[src/rtl/sig_xy_pkg.sv]
// Shared types and sizing helpers for the SIG_XY frame sequencer.
package sig_xy_pkg;

  localparam int unsigned PIXELS_PER_BEAT_DEF = 16;
  localparam int unsigned IMAGE_DIM_DEF       = 512;

  typedef enum logic [1:0] {
    IDLE  = 2'd0,
    RUN   = 2'd1,
    DRAIN = 2'd2,
    DONE  = 2'd3
  } state_t;

  // Beats needed to move one square image of dim x dim pixels.
  function automatic int unsigned beats_per_frame(input int unsigned dim,
                                                  input int unsigned ppb);
    return (dim * dim) / ppb;
  endfunction

  // Counter width able to hold 0..beats inclusive.
  function automatic int unsigned cnt_width(input int unsigned beats);
    return $clog2(beats + 1);
  endfunction

endpackage

[src/rtl/sig_xy_vpipe.sv]
// Valid/last shadow of the SIG_XY multiplier pipeline; advances only when enabled.
module sig_xy_vpipe #(
  parameter int unsigned LATENCY = 1
) (
  input  logic clk,
  input  logic areset,
  input  logic en,
  input  logic in_valid,
  input  logic in_last,
  output logic out_valid,
  output logic out_last
);

  logic [LATENCY-1:0] valid_q;
  logic [LATENCY-1:0] last_q;

  // Shift register, frozen while the multiplier is stalled.
  always_ff @(posedge clk) begin
    if (areset) begin
      valid_q <= '0;
      last_q  <= '0;
    end else if (en) begin
      valid_q[0] <= in_valid;
      last_q[0]  <= in_last;
      for (int unsigned i = 1; i < LATENCY; i++) begin
        valid_q[i] <= valid_q[i-1];
        last_q[i]  <= last_q[i-1];
      end
    end
  end

  assign out_valid = valid_q[LATENCY-1];
  assign out_last  = last_q[LATENCY-1];

endmodule

[src/rtl/sig_xy_ctrl.sv]
// Frame sequencer for the SIG_XY per-pixel multiplier stage.
// Optional stall-cycle counter enabled by defining SIG_XY_CTRL_PERF_EN.
module sig_xy_ctrl
  import sig_xy_pkg::*;
#(
  parameter int unsigned PIXELS_PER_BEAT = PIXELS_PER_BEAT_DEF,
  parameter int unsigned IMAGE_DIM       = IMAGE_DIM_DEF,
  parameter int unsigned LATENCY         = 1,
  localparam int unsigned BEATS          = beats_per_frame(IMAGE_DIM, PIXELS_PER_BEAT),
  localparam int unsigned CNT_W          = cnt_width(BEATS)
) (
  input  logic             clk,
  input  logic             areset,
  input  logic             start,
  input  logic             x_valid,
  output logic             x_ready,
  input  logic             y_valid,
  output logic             y_ready,
  output logic             mult_stall,
  output logic             m_valid,
  input  logic             m_ready,
  output logic             m_last,
  output logic             busy,
  output logic             done,
  output logic [CNT_W-1:0] beat_cnt
`ifdef SIG_XY_CTRL_PERF_EN
  ,
  output logic [31:0]      stall_cycles
`endif
);

  state_t           state;
  state_t           state_nxt;
  logic [CNT_W-1:0] cnt_q;
  logic             core_rdy;
  logic             fire;
  logic             last_beat;
  logic             start_acc;

  // Join the two input streams; a downstream stall blocks acceptance.
  assign mult_stall = m_valid & ~m_ready;
  assign core_rdy   = (state == RUN) & ~mult_stall;
  assign x_ready    = core_rdy & y_valid;
  assign y_ready    = core_rdy & x_valid;
  assign fire       = x_valid & y_valid & core_rdy;
  assign last_beat  = (cnt_q == CNT_W'(BEATS - 1));
  assign start_acc  = (state == IDLE) & start;
  assign beat_cnt   = cnt_q;

  // State register.
  always_ff @(posedge clk) begin
    if (areset) state <= IDLE;
    else        state <= state_nxt;
  end

  // Next-state and status decode.
  always_comb begin
    state_nxt = state;
    busy      = 1'b0;
    done      = 1'b0;
    case (state)
      IDLE: begin
        if (start) state_nxt = RUN;
      end
      RUN: begin
        busy = 1'b1;
        if (fire && last_beat) state_nxt = DRAIN;
      end
      DRAIN: begin
        busy = 1'b1;
        if (m_valid && m_ready && m_last) state_nxt = DONE;
      end
      DONE: begin
        busy      = 1'b1;
        done      = 1'b1;
        state_nxt = IDLE;
      end
      default: state_nxt = IDLE;
    endcase
  end

  // Beats accepted in the current frame.
  always_ff @(posedge clk) begin
    if (areset)         cnt_q <= '0;
    else if (start_acc) cnt_q <= '0;
    else if (fire)      cnt_q <= cnt_q + CNT_W'(1);
  end

  sig_xy_vpipe #(
    .LATENCY (LATENCY)
  ) u_vpipe (
    .clk       (clk),
    .areset    (areset),
    .en        (~mult_stall),
    .in_valid  (fire),
    .in_last   (fire & last_beat),
    .out_valid (m_valid),
    .out_last  (m_last)
  );

`ifdef SIG_XY_CTRL_PERF_EN
  logic [31:0] stall_q;

  // Saturating count of stalled cycles within the current frame.
  always_ff @(posedge clk) begin
    if (areset)                                   stall_q <= '0;
    else if (start_acc)                           stall_q <= '0;
    else if ((state != IDLE) && mult_stall && !(&stall_q)) stall_q <= stall_q + 32'(1);
  end

  assign stall_cycles = stall_q;
`endif

endmodule

[config.mk]
export PLATFORM = sky130hd
export DESIGN_NAME = sig_xy_ctrl
export DESIGN_NICKNAME = d
export VERILOG_FILES = /design/src/rtl/sig_xy_pkg.sv /design/src/rtl/sig_xy_vpipe.sv /design/src/rtl/sig_xy_ctrl.sv
export SDC_FILE = /design/constraint.sdc
export NUM_CORES = 1
export LEC_CHECK = 0
export BUFFER_PORTS_ARGS = -buffer_cell sky130_fd_sc_hd__buf_2
export CELL_PAD_IN_SITES_DETAIL_PLACEMENT = 1
export CELL_PAD_IN_SITES_GLOBAL_PLACEMENT = 1
export CORE_MARGIN = 3
export CORE_UTILIZATION = 30
export CTS_CLUSTER_DIAMETER = 40
export CTS_CLUSTER_SIZE = 20
export DETAILED_ROUTE_END_ITERATION = 6
export PLACE_DENSITY = 0.68
export SYNTH_ARGS = -nofsm -noshare
export SYNTH_HDL_FRONTEND = slang
export SYNTH_SLANG_ARGS = --single-unit
export TNS_END_PERCENT = 5
[constraint.sdc]
create_clock -name clk -period 1.8 [get_ports clk]
set_input_delay 0.09 -clock clk [delete_from_list [all_inputs] [get_ports clk]]
set_output_delay 0.09 -clock clk [all_outputs]
set_load 0.05 [all_outputs]
* Word-level counts from Yosys, hierarchy flattened
Cells that the tools add are included.
** Word-level totals
- Input bits :: 6
- Output and inout bits :: 22
- Register bits :: 19
- Logic and storage cells :: 35
** Cells by class
- Add/subtract/negate cells :: 1
- Equal/unequal tests :: 7
- Multiplexer cells :: 6
- Bitwise operators :: 10
- Reduce and logical (&&, ||, !) cells :: 7
** Operator list (count)
- 15-bit by 1-bit adder with 15-bit output (second input constant) :: 1
- 15-bit by 14-bit equality test with 1-bit output (second input constant) :: 1
- 1-bit bitwise AND :: 8
- 2-bit one-hot mux with 4 select lines :: 1
- 2-bit 2-to-1 mux :: 3
- 2-bit equality test (second input constant) :: 2
- 2-bit != test (second input constant) :: 2
- 1-bit logical AND :: 3
- 3-bit AND reduction :: 1
- 3-bit OR reduction :: 1
- 2-bit by 1-bit equality test with 1-bit output (second input constant) :: 1
- 2-bit zero test :: 1
- 1-bit 2-to-1 mux :: 2
- 2-bit by 1-bit != test with 1-bit output (second input constant) :: 1
- 1-bit inverter :: 2
- 2-bit OR reduction :: 1

* Depth between registers and ports, before layout
Gate-level depths: netlist of the first run.
- Depth after elaboration :: 8
- Gate-level depth with buffers :: 8
- Mapped depth without buffers :: 7

* Cells and area by module
Synthesis of the first run repeated with hierarchy kept, for this count alone.
** Second synthesis, totals
- Cell total of the unflattened synthesis :: 120
- Area, all modules :: 1012.2 µm²
** By module, submodules not included
- sig_xy_ctrl :: seq. area each 340.3 µm², times used 1, cells an instance 114, area an instance 944.7 µm²
- sig_xy_vpipe :: seq. area each 40.0 µm², times used 1, cells an instance 6, area an instance 67.6 µm²

* Worst setup path after synthesis of the first run
No wires, ideal clock.
- Kind :: register to register
- Start point :: reg cnt_q[0], in the netlist beat_cnt[0]
- End point :: reg state[1]
- Data arrival time :: 2.076 ns
- Buffers on the path :: 1
- Stages on the path, launching flop included :: 8
- Slack :: -0.393 ns
- Setup time :: 0.116 ns
- Required time :: 1.684 ns
- Clock period less this slack :: 2.193 ns
- Cell sequence :: dfxtp_1 > ha_1 > nand3_1 > or4b_4 > buf_6 > o21ai_4 > a211oi_1 > a41o_2
** Between the ends
- Longest elaborated chain between the ends :: 4
** RTL lines
- start, declared :: line sig_xy_ctrl.sv:34 : logic [CNT_W-1:0] cnt_q;
- start signal, assigned :: line sig_xy_ctrl.sv:86 : else if (fire) cnt_q <= cnt_q + CNT_W'(1);
- 15-bit by 14-bit equality test with 1-bit output :: line sig_xy_ctrl.sv:46 : assign last_beat = (cnt_q == CNT_W'(BEATS - 1));
- 1-bit logical AND :: line sig_xy_ctrl.sv:67 : if (fire && last_beat) state_nxt = DRAIN;
- 2-bit by 1-bit != test with 1-bit output (no line)
- 3-bit AND reduction (no line)
- end signal, assigned :: line sig_xy_ctrl.sv:53 : else state <= state_nxt;
- end, declared :: line sig_xy_ctrl.sv:32 : state_t state;
Every way passes these cells.
A chain may end at the register's enable or synchronous reset.

* Worst setup path after layout of the first run
- Start point :: reg state[1]
- End point :: reg state[1]
** Between the ends
- Longest elaborated chain between the ends :: 6
- Elaborated cells on any way between the ends :: 12
- Classes of those cells :: 6 x eq/ne; 1 x mux; 2 x bitwise; 3 x reduce/logical
** RTL lines
- 2-bit by 1-bit equality test with 1-bit output :: line sig_xy_ctrl.sv:42, sig_xy_ctrl.sv:61
- 1-bit bitwise AND :: line sig_xy_ctrl.sv:42 : assign core_rdy = (state == RUN) & ~mult_stall;
- 1-bit bitwise AND :: line sig_xy_ctrl.sv:45 : assign fire = x_valid & y_valid & core_rdy;
- 1-bit logical AND :: line sig_xy_ctrl.sv:67
- 2-bit by 1-bit != test with 1-bit output (no line)
- 3-bit AND reduction (no line)
Several ways; a longest one is shown, not always the timed one.

==> results.txt, run 1 <==
----------------------------------------------------
[Run status]
  Status ... finished, final reports clean

[Synth]
  Yosys warning total ... 0
  Cell area after synthesis ... 955 µm²
  Area fraction in and, or, nand and nor cells after synthesis ... 0.265
  Largest family of logic cells by synthesized area ... simple AND/OR/NAND/NOR gates
  Mux contribution to synthesized area ... 0.0105
  Flop and latch count out of synthesis ... 19
  Synth unique cells ... 30
  Number of standard cells after synthesis ... 108
  Mean instance size in the synthesized netlist ... 8.84 µm²
  Synth Area in Adders ... 0.0655
  Proportion of synthesized chip area in sequential cells ... 0.398
  Complex-gate fraction of the synthesized area ... 0.122
  Post-Synth XOR/XNOR Area ... 0.0917
  Post-synthesis net count ... 119

[Pwr]
  Final Total Pwr ... 1.24 mW
  Worst VDD drop ... 0.429 mV
  PwrDens ... 915 nW/µm²
  Total leakage power ... 0.589 nW

[STA]
  Count of final hold-check violations ... 0
  Headroom to the max-slew limit ... 0.815
  Final worst-path cycle share ... 0.994
  Transition time at the pin with the least slew margin ... 0.277 ns
  Setup repair after global routing missed its margin ... yes
  Worst path setup slack after routing ... 0.0100 ns
  Clock period minus worst slack ... 1.79 ns
  Highest attainable clock frequency ... 0.559 GHz
  Setup violation total in the final timing report ... 0
  Setup Skew ... 0.00282 ns
  Number of max-slew violations in the final report ... 0

[Detailed routing]
  Number of optimization iterations in the first detailed-route pass ... 4
  Initial drt markers ... 39
  Remaining antenna violation count ... 0
  Detailed-route DRC error count ... 0
  Wire length reported by the detailed router ... 2630 µm
  Detail-routed via count per cell ... 4.91
  DR WL/cell ... 13.4 µm
  Via total after detailed routing ... 962

[Global routing]
  Initial antenna violation count ... 0
  Wire length of the first global-routing pass ... 4420 µm
  Combined global-route utilization of all metal layers ... 0.142
  Via count of the first global-routing pass ... 957
  Pin count of the biggest net entering global routing ... 16
  Overall overflow remaining after global route ... 0

[CTS]
  Number of levels in the clock H-tree ... 1
  Largest buffer count on any clock path ... 2
  Sinks on the clock net ... 19
  CTS clock-pin slew for the worst setup and hold paths ... 0.11 ns
  Clock buffer count from CTS ... 3
  CTS tree ... built
  CTS root buf ... sky130_fd_sc_hd__clkbuf_4
  Clock Latency Late Sink ... 0.31 ns

[Critical path]
  Worst setup startpoint ... state[1]
  Max stage delay cell, worst path ... sky130_fd_sc_hd__or4b_4
  Delay of the slowest critical-path stage ... 0.60 ns
  Critical path endpoint category ... flip-flop
  Critical Path RT ... 2.01 ns
  Worst flop-to-flop path startpoint ... state[1]
  Combined buffer and inverter count along the critical path ... 1
  Arrival time of the worst setup path ... 2.00 ns
  Crit path cell chain ... inv_2 -> ha_4 -> nand3_2 -> or4b_4 -> o21ai_4 -> a211oi_2 -> a41o_2
  Critical-path maximum fanout ... 8
  Type of origin of the critical path ... flip-flop
  WS Path Type ... reg2reg
  Dominant delay contributor by cell family on the critical path ... simple AND/OR/NAND/NOR gates

[Floorplan]
  Die Span Y ... 62.4 µm
  IO Pins ... 28
  Initial cell density of the core ... 0.329
  Number of rows created at floorplan ... 19
  Die footprint ... 3900 µm²
  CORE AREA ... 2900 µm²
  DIE WIDTH ... 62.4 µm

[Final layout]
  Post-Layout Cell Count ... 196
  Share of cells above drive strength 1 ... 0.474
  # diodes ... 0
  Number of nets in the finished design ... 166
  Non-Filler Cell Area, Final ... 1360 µm²
  Utilization after layout ... 0.468
  Layout filler cell count ... 373
  Area growth, synth to finish ... 42.1%

[Placed design]
  Cells after DPL ... 187
  Dpl hpwl ... 2010 µm
  Placed cell areas ... 1250 µm²
  Final estimated routing congestion in global placement ... 0.816
  Port Buffers ... 27
  Post-placement worst setup slack ... -0.00818 ns

[Job]
  Max-cap viol count ... 0

[Worst hold path]
  Hold/Removal Path Class ... in2reg
  Startpoint of the worst hold path ... start

----------------------------------------------------
==> layer usage <==
| layer | wire (µm) | global-route usage | share of wire |
|---|---|---|---|
| met1 | 1220 | 0.178 | 0.46 |
| met2 | 1250 | 0.228 | 0.48 |
| met3 | 108 | 0.0342 | 0.041 |
| met4 | 52 | 0.0661 | 0.020 |
| met5 | 0 | 0 | 0 |
==> repair_timing <==
action,in CTS,in global routing
hold endpoints to repair,2,0
hold buffers,1,0
setup buffers,2,2
gates resized for setup,0,9
pin swaps,2,11
setup endpoints to repair,4,10
==> path summary, 6_finish.rpt <==
check                              endpoint  slack (ns)  cells past startpoint
worst min-delay path            beat_cnt[4]        0.31                      5
worst max-delay path               state[1]        0.01                      7
worst max register to register     state[1]        0.01                      7
worst min register to register  beat_cnt[5]        0.51                      2
==> report_power, final <==
part,leakage [nW],switching (mW),internal (mW),total [mW]
registers,0.161,0.0187,0.445,0.464
logic,0.413,0.327,0.219,0.547
clock network,0.0150,0.144,0.0866,0.230
==> registers in the layout (all words and copies together), names as in the netlist <==
signal	cells
beat_cnt	15
state	2
u_vpipe.out_last	1
u_vpipe.out_valid	1
==> metrics by stage <==
stage | hold WS (ns) | TNS, ns
floorplan | 0.162 | -1.10
global placement | 0.305 | 0
detailed placement | 0.314 | -0.0118
CTS | 0.309 | 0
global route | 0.329 | -0.198
finish | 0.314 | 0
==> layout make-up <==
| class | count | area (µm²) | share of cell area |
|---|---|---|---|
| Inverter | 7 | 30.0 | 0.0221 |
| Timing Repair Buffer | 45 | 273 | 0.201 |
| Tap cell | 42 | 52.6 | 0.0387 |
| Clock buffer | 4 | 26.3 | 0.0194 |
| Sequential cell | 19 | 405 | 0.299 |
| Multi-Input combinational cell | 79 | 569 | 0.420 |
==> cells in the mapped netlist (all sizes together) <==
cell type  count  area share
a211oi         1      0.0079
xnor2          7       0.064
dfxtp         19        0.40
a41o           1       0.012
or3            4       0.026
and3           2       0.013
clkbuf         2      0.0079
and4           1      0.0092
nand3          6       0.031
xor2           3       0.028
and2b          1      0.0092
o21ai          6       0.043
a222oi         1       0.010
or4b           1       0.014
ha             5       0.066
nand2          4       0.016
mux2i          1       0.010
nor2          13       0.051
and2           4       0.026
nand2b         1      0.0092
buf            1       0.012
nand4          4       0.033
inv            7       0.028
a21oi          6       0.031
a311oi         1      0.0092
o21a           1      0.0079
nor3           5       0.026
==> cell families (layout without fill, tap and decap cells) <==
kind of cell,Yosys count,count (layout)
flops,19,19
xor+xnor,10,10
simple gates,46,46
fa+ha+maj,5,5
buf+inv,10,56
compound gates,17,17
mux,1,1
==> layout by cell type, fill, tap and decap left out, types with 2 or more instances in the layout <==
cell / count
sky130_fd_sc_hd__o21ai_0: 4
sky130_fd_sc_hd__nor3_1: 5
sky130_fd_sc_hd__ha_4: 2
sky130_fd_sc_hd__clkbuf_4: 3
sky130_fd_sc_hd__inv_1: 5
sky130_fd_sc_hd__nand3_1: 5
sky130_fd_sc_hd__nand4_1: 3
sky130_fd_sc_hd__and2_1: 4
sky130_fd_sc_hd__or3_1: 4
sky130_fd_sc_hd__xnor2_1: 7
sky130_fd_sc_hd__buf_2: 27
sky130_fd_sc_hd__nor2_1: 13
sky130_fd_sc_hd__dfxtp_4: 3
sky130_fd_sc_hd__nand2_1: 4
sky130_fd_sc_hd__xor2_1: 3
sky130_fd_sc_hd__buf_4: 17
sky130_fd_sc_hd__ha_1: 3
sky130_fd_sc_hd__a21oi_1: 6
sky130_fd_sc_hd__dfxtp_2: 11
sky130_fd_sc_hd__dfxtp_1: 5
sky130_fd_sc_hd__and3_1: 2
==> tightest hold or removal path, cell delays in order <==
cell and delay, ns:
sky130_fd_sc_hd__buf_2 0.09, sky130_fd_sc_hd__inv_1 0.06, sky130_fd_sc_hd__o21ai_1 0.06, sky130_fd_sc_hd__buf_4 0.19, sky130_fd_sc_hd__nor2_1 0.10
No activity file was read; power rests on OpenSTA's default activity.
==> run 2: changes to the inputs <==
--- a/config.mk
+++ b/config.mk
@@ -5,6 +5,7 @@
 export SDC_FILE = /design/constraint.sdc
 export NUM_CORES = 1
 export LEC_CHECK = 0
+export ABC_AREA = 1
 export BUFFER_PORTS_ARGS = -buffer_cell sky130_fd_sc_hd__buf_2
 export CELL_PAD_IN_SITES_DETAIL_PLACEMENT = 1
 export CELL_PAD_IN_SITES_GLOBAL_PLACEMENT = 1
@@ -13,7 +14,8 @@
 export CTS_CLUSTER_DIAMETER = 40
 export CTS_CLUSTER_SIZE = 20
 export DETAILED_ROUTE_END_ITERATION = 6
-export PLACE_DENSITY = 0.68
+export MAX_ROUTING_LAYER = met4
+export PLACE_DENSITY = 0.69
 export SYNTH_ARGS = -nofsm -noshare
 export SYNTH_HDL_FRONTEND = slang
 export SYNTH_SLANG_ARGS = --single-unit
==> run 2 against run 1 <==
Against the previous run: critical path depth rose by 1; worst hold slack got worse by 0.21 ns; wire length rose by 3.9%; global-route usage rose by 0.74 points; sequential cell count did not move; register-to-register slack improved by 0.20 ns; utilization fell by 6.8 points; combinational power fell by 21%; cell area fell by 5.5%; die area rose by 9.8%; power fell by 10%; critical endpoint is now beat_cnt[8]; largest cell class unchanged.
==> results.txt, run 2 <==
----------------------------------------------------
[Run status]
  Status ... finished, final reports clean

[Final layout]
  Layout filler cell count ... 454 (+22%)
  Footprint of the multi-input gates ... 583 µm² (+2.4%)
  Number of flip-flops under the largest register name ... 15 (unchanged)
  Top library cells by usage in the layout, fill and taps aside ... sky130_fd_sc_hd__nand2_1, sky130_fd_sc_hd__buf_2, sky130_fd_sc_hd__nor2_1
  Most frequent standard cell in the layout excluding fill and tap cells ... sky130_fd_sc_hd__nand2_1
  Share of cells above drive strength 1 ... 0.268 (-0.206)
  Area growth, synth to finish ... 21.0%
  Flip-flop and latch area ... 380 µm² (-6.2%)
  # diodes ... 0 (unchanged)
  Number of nets in the finished design ... 195 (+17%)

[Critical path]
  Crit path cell chain ... inv_1 -> ha_2 -> nand2_4 -> nor2_4 -> nand2_1 -> nor2_2 -> xnor2_1 -> nor2_1
  Max stage delay cell, worst path ... sky130_fd_sc_hd__dfxtp_1
  Delay of the slowest critical-path stage ... 0.36 ns (-0.24 ns)
  Dominant delay contributor by cell family on the critical path ... simple AND/OR/NAND/NOR gates
  Critical Path RT ... 1.99 ns (-0.02 ns)
  Type of origin of the critical path ... flip-flop
  Critical-path maximum fanout ... 11 (+3)
  Combined buffer and inverter count along the critical path ... 1 (unchanged)
  WS Path Type ... reg2reg
  Critical path endpoint category ... flip-flop
  Arrival time of the worst setup path ... 1.78 ns (-0.22 ns)

[Detailed routing]
  Remaining antenna violation count ... 0 (unchanged)
  Via total after detailed routing ... 1024 (+6.4%)
  Initial drt markers ... 17 (-56%)
  DR WL/cell ... 12.0 µm (-10%)
  Detailed-route DRC error count ... 0 (unchanged)
  Wire length reported by the detailed router ... 2730 µm (+3.9%)
  Number of optimization iterations in the first detailed-route pass ... 4 (unchanged)
  Detail-routed via count per cell ... 4.51 (-8.1%)

[Synth]
  Yosys warning total ... 0 (unchanged)
  Cell types occupying the most area after synthesis ... sky130_fd_sc_hd__dfxtp_1, sky130_fd_sc_hd__nand2_1, sky130_fd_sc_hd__nor2_1, sky130_fd_sc_hd__inv_1, sky130_fd_sc_hd__ha_1
  Proportion of synthesized flip-flops having asynchronous set or reset ... 0 (unchanged)
  Flop and latch count out of synthesis ... 19 (unchanged)
  Mean instance size in the synthesized netlist ... 7.01 µm² (-21%)
  Largest area contributor in the netlist ... sky130_fd_sc_hd__dfxtp_1
  Synth unique cells ... 25 (-17%)
  Cell area after synthesis ... 1060 µm² (+11%)
  Post-synthesis net count ... 162 (+36%)
  Most frequent cells after synthesis ... sky130_fd_sc_hd__nand2_1, sky130_fd_sc_hd__nor2_1, sky130_fd_sc_hd__dfxtp_1, sky130_fd_sc_hd__inv_1
  Top-area cell type share of the netlist area ... 0.359 (-0.0391)
  Most common cell in the netlist ... sky130_fd_sc_hd__nand2_1
  Number of synthesized flops with an enable pin ... 0 (unchanged)
  Most instantiated flip-flop cell in the synthesis netlist ... sky130_fd_sc_hd__dfxtp_1
  Proportion of synthesized chip area in sequential cells ... 0.359 (-0.0391)
  Number of standard cells after synthesis ... 151 (+40%)

[Global routing]
  Pin count of the biggest net entering global routing ... 12 (-4)
  Initial antenna violation count ... 0 (unchanged)
  Wire length of the first global-routing pass ... 4840 µm (+9.5%)
  Via count of the first global-routing pass ... 1104 (+15%)
  Overall overflow remaining after global route ... 0 (unchanged)
  Combined global-route utilization of all metal layers ... 0.149 (+0.00739)

[STA]
  Highest attainable clock frequency ... 0.627 GHz (+12%)
  Count of final hold-check violations ... 0 (unchanged)
  Setup_tns ... 0 ns (unchanged)
  Setup repair after global routing missed its margin ... no
  Final worst-path cycle share ... 0.886 (-0.109)
  Number of max-slew violations in the final report ... 0 (unchanged)
  Worst path setup slack after routing ... 0.206 ns (+0.196 ns)
  Headroom to the max-slew limit ... 0.789 (-0.0260)
  Setup Skew ... 0.00559 ns (+0.00277 ns)
  Transition time at the pin with the least slew margin ... 0.317 ns (+0.0399 ns)
  Clock period minus worst slack ... 1.59 ns (-0.196 ns)
  Setup violation total in the final timing report ... 0 (unchanged)

[Placed design]
  Port Buffers ... 27 (unchanged)
  Dpl hpwl ... 2310 µm (+15%)
  Final estimated routing congestion in global placement ... 0.790 (-3.3%)
  Post-placement worst setup slack ... 0.145 ns (+0.153 ns)

[CTS]
  Setup bufs post-CTS ... 0 (-2)
  Number of levels in the clock H-tree ... 1 (unchanged)
  CTS root buf ... sky130_fd_sc_hd__clkbuf_4
  Sinks on the clock net ... 19 (unchanged)
  Largest buffer count on any clock path ... 2 (unchanged)
  Clock Latency Late Sink ... 0.29 ns (-0.02 ns)
  CTS tree ... built
  CTS clock-pin slew for the worst setup and hold paths ... 0.10 ns (about the same)
  Hold-fix buffers at CTS ... 0 (-1)
  Clock buffer count from CTS ... 3 (unchanged)

[Floorplan]
  DIE WIDTH ... 65.4 µm (+4.8%)
  Number of rows created at floorplan ... 20 (+1)
  Die footprint ... 4280 µm² (+9.8%)
  Die Span Y ... 65.4 µm (+4.8%)
  Initial cell density of the core ... 0.330 (+0.00131)
  CORE AREA ... 3200 µm² (+10%)
  IO Pins ... 28 (unchanged)

[Pwr]
  Worst VDD drop ... 0.449 mV (+4.7%)
  PwrDens ... 872 nW/µm² (-4.7%)
  Total leakage power ... 0.629 nW (+6.9%)

[Worst hold path]
  Hold/Removal Path Class ... in2reg

[Job]
  Max-cap viol count ... 0 (unchanged)

----------------------------------------------------
run 2: cell types whose count changed after synthesis, sizes merged, moves of 2 or more:
cell and delta:
nand2 +33, nor2 +19, inv +15, xnor2 -5, and2 -4, or3 -4, nand3 +3, nand4 -3
nor3 -3, a21oi +2, clkbuf -2
run 2: tightest hold or removal path, cell delays in order:
cell,delay (ns)
sky130_fd_sc_hd__buf_2,0.09
sky130_fd_sc_hd__inv_1,0.08
sky130_fd_sc_hd__nand2_1,0.07
sky130_fd_sc_hd__nor2_1,0.04
run 2: cells by family (layout without fill, tap and decap cells):
| group | count (synthesis) | after routing | synth area share |
|---|---|---|---|
| adder cells (fa/ha/maj) | 5 | 5 | 0.0591 |
| XOR/XNOR | 5 | 5 | 0.0414 |
| flip-flops | 19 | 19 | 0.359 |
| AO/OA/AOI/OAI | 15 | 15 | 0.0745 |
| AND/OR/NAND/NOR | 83 | 83 | 0.374 |
| buffers and inverters | 24 | 56 | 0.0922 |
run 2: final timing paths:
path	startpoint	endpoint	slack (ns)	cells after the start
max	state[1]	beat_cnt[8]	0.21	8
max reg2reg	state[1]	beat_cnt[8]	0.21	8
min reg2reg	beat_cnt[4]	beat_cnt[4]	0.53	2
min	areset	state[1]	0.11	4
run 2: per-layer routing:
| metal | up-vias | share of wire | track usage | wire length (µm) |
|---|---|---|---|---|
| li1 | 529 | - | - | - |
| met1 | 480 | 0.44 | 0.163 | 1190 |
| met2 | 13 | 0.53 | 0.273 | 1450 |
| met3 | 2 | 0.027 | 0.0359 | 74 |
| met4 | 0 | 0.0070 | 0.0311 | 19 |
| met5 | - | 0 | - | 0 |
run 2: repair_timing:
item | 4_1_cts | 5_1_grt
endpoints found under the setup margin | 0 | 2
gates resized for setup | 0 | 1
hold endpoints to repair | 0 | 0
run 2: stage by stage:
step                      hold WS, ns  cells   util  area [µm²]  power (mW)
final                           0.106    227  0.400        1280        1.12
after floorplan                 0.263    151      -        1060       0.815
after detailed placement        0.428    223  0.391        1250       0.922
after CTS                       0.110    227  0.399        1280        1.14
after global placement          0.409    223  0.391        1250       0.901
after global routing            0.111    227  0.400        1280        1.21
run 2: layout make-up:
type / instances / area share
inverters: 23 / 0.0674
flip-flops and latches: 19 / 0.297
multi-input cells: 108 / 0.455
clock buffers: 4 / 0.0205
repair buffers: 29 / 0.117
well taps: 44 / 0.0430
run 2: report_power, final:
group	total, mW	internal [mW]	switching, mW
registers	0.471	0.445	0.0266
logic	0.433	0.126	0.307
clock network	0.213	0.0862	0.126
total	1.12	0.657	0.460
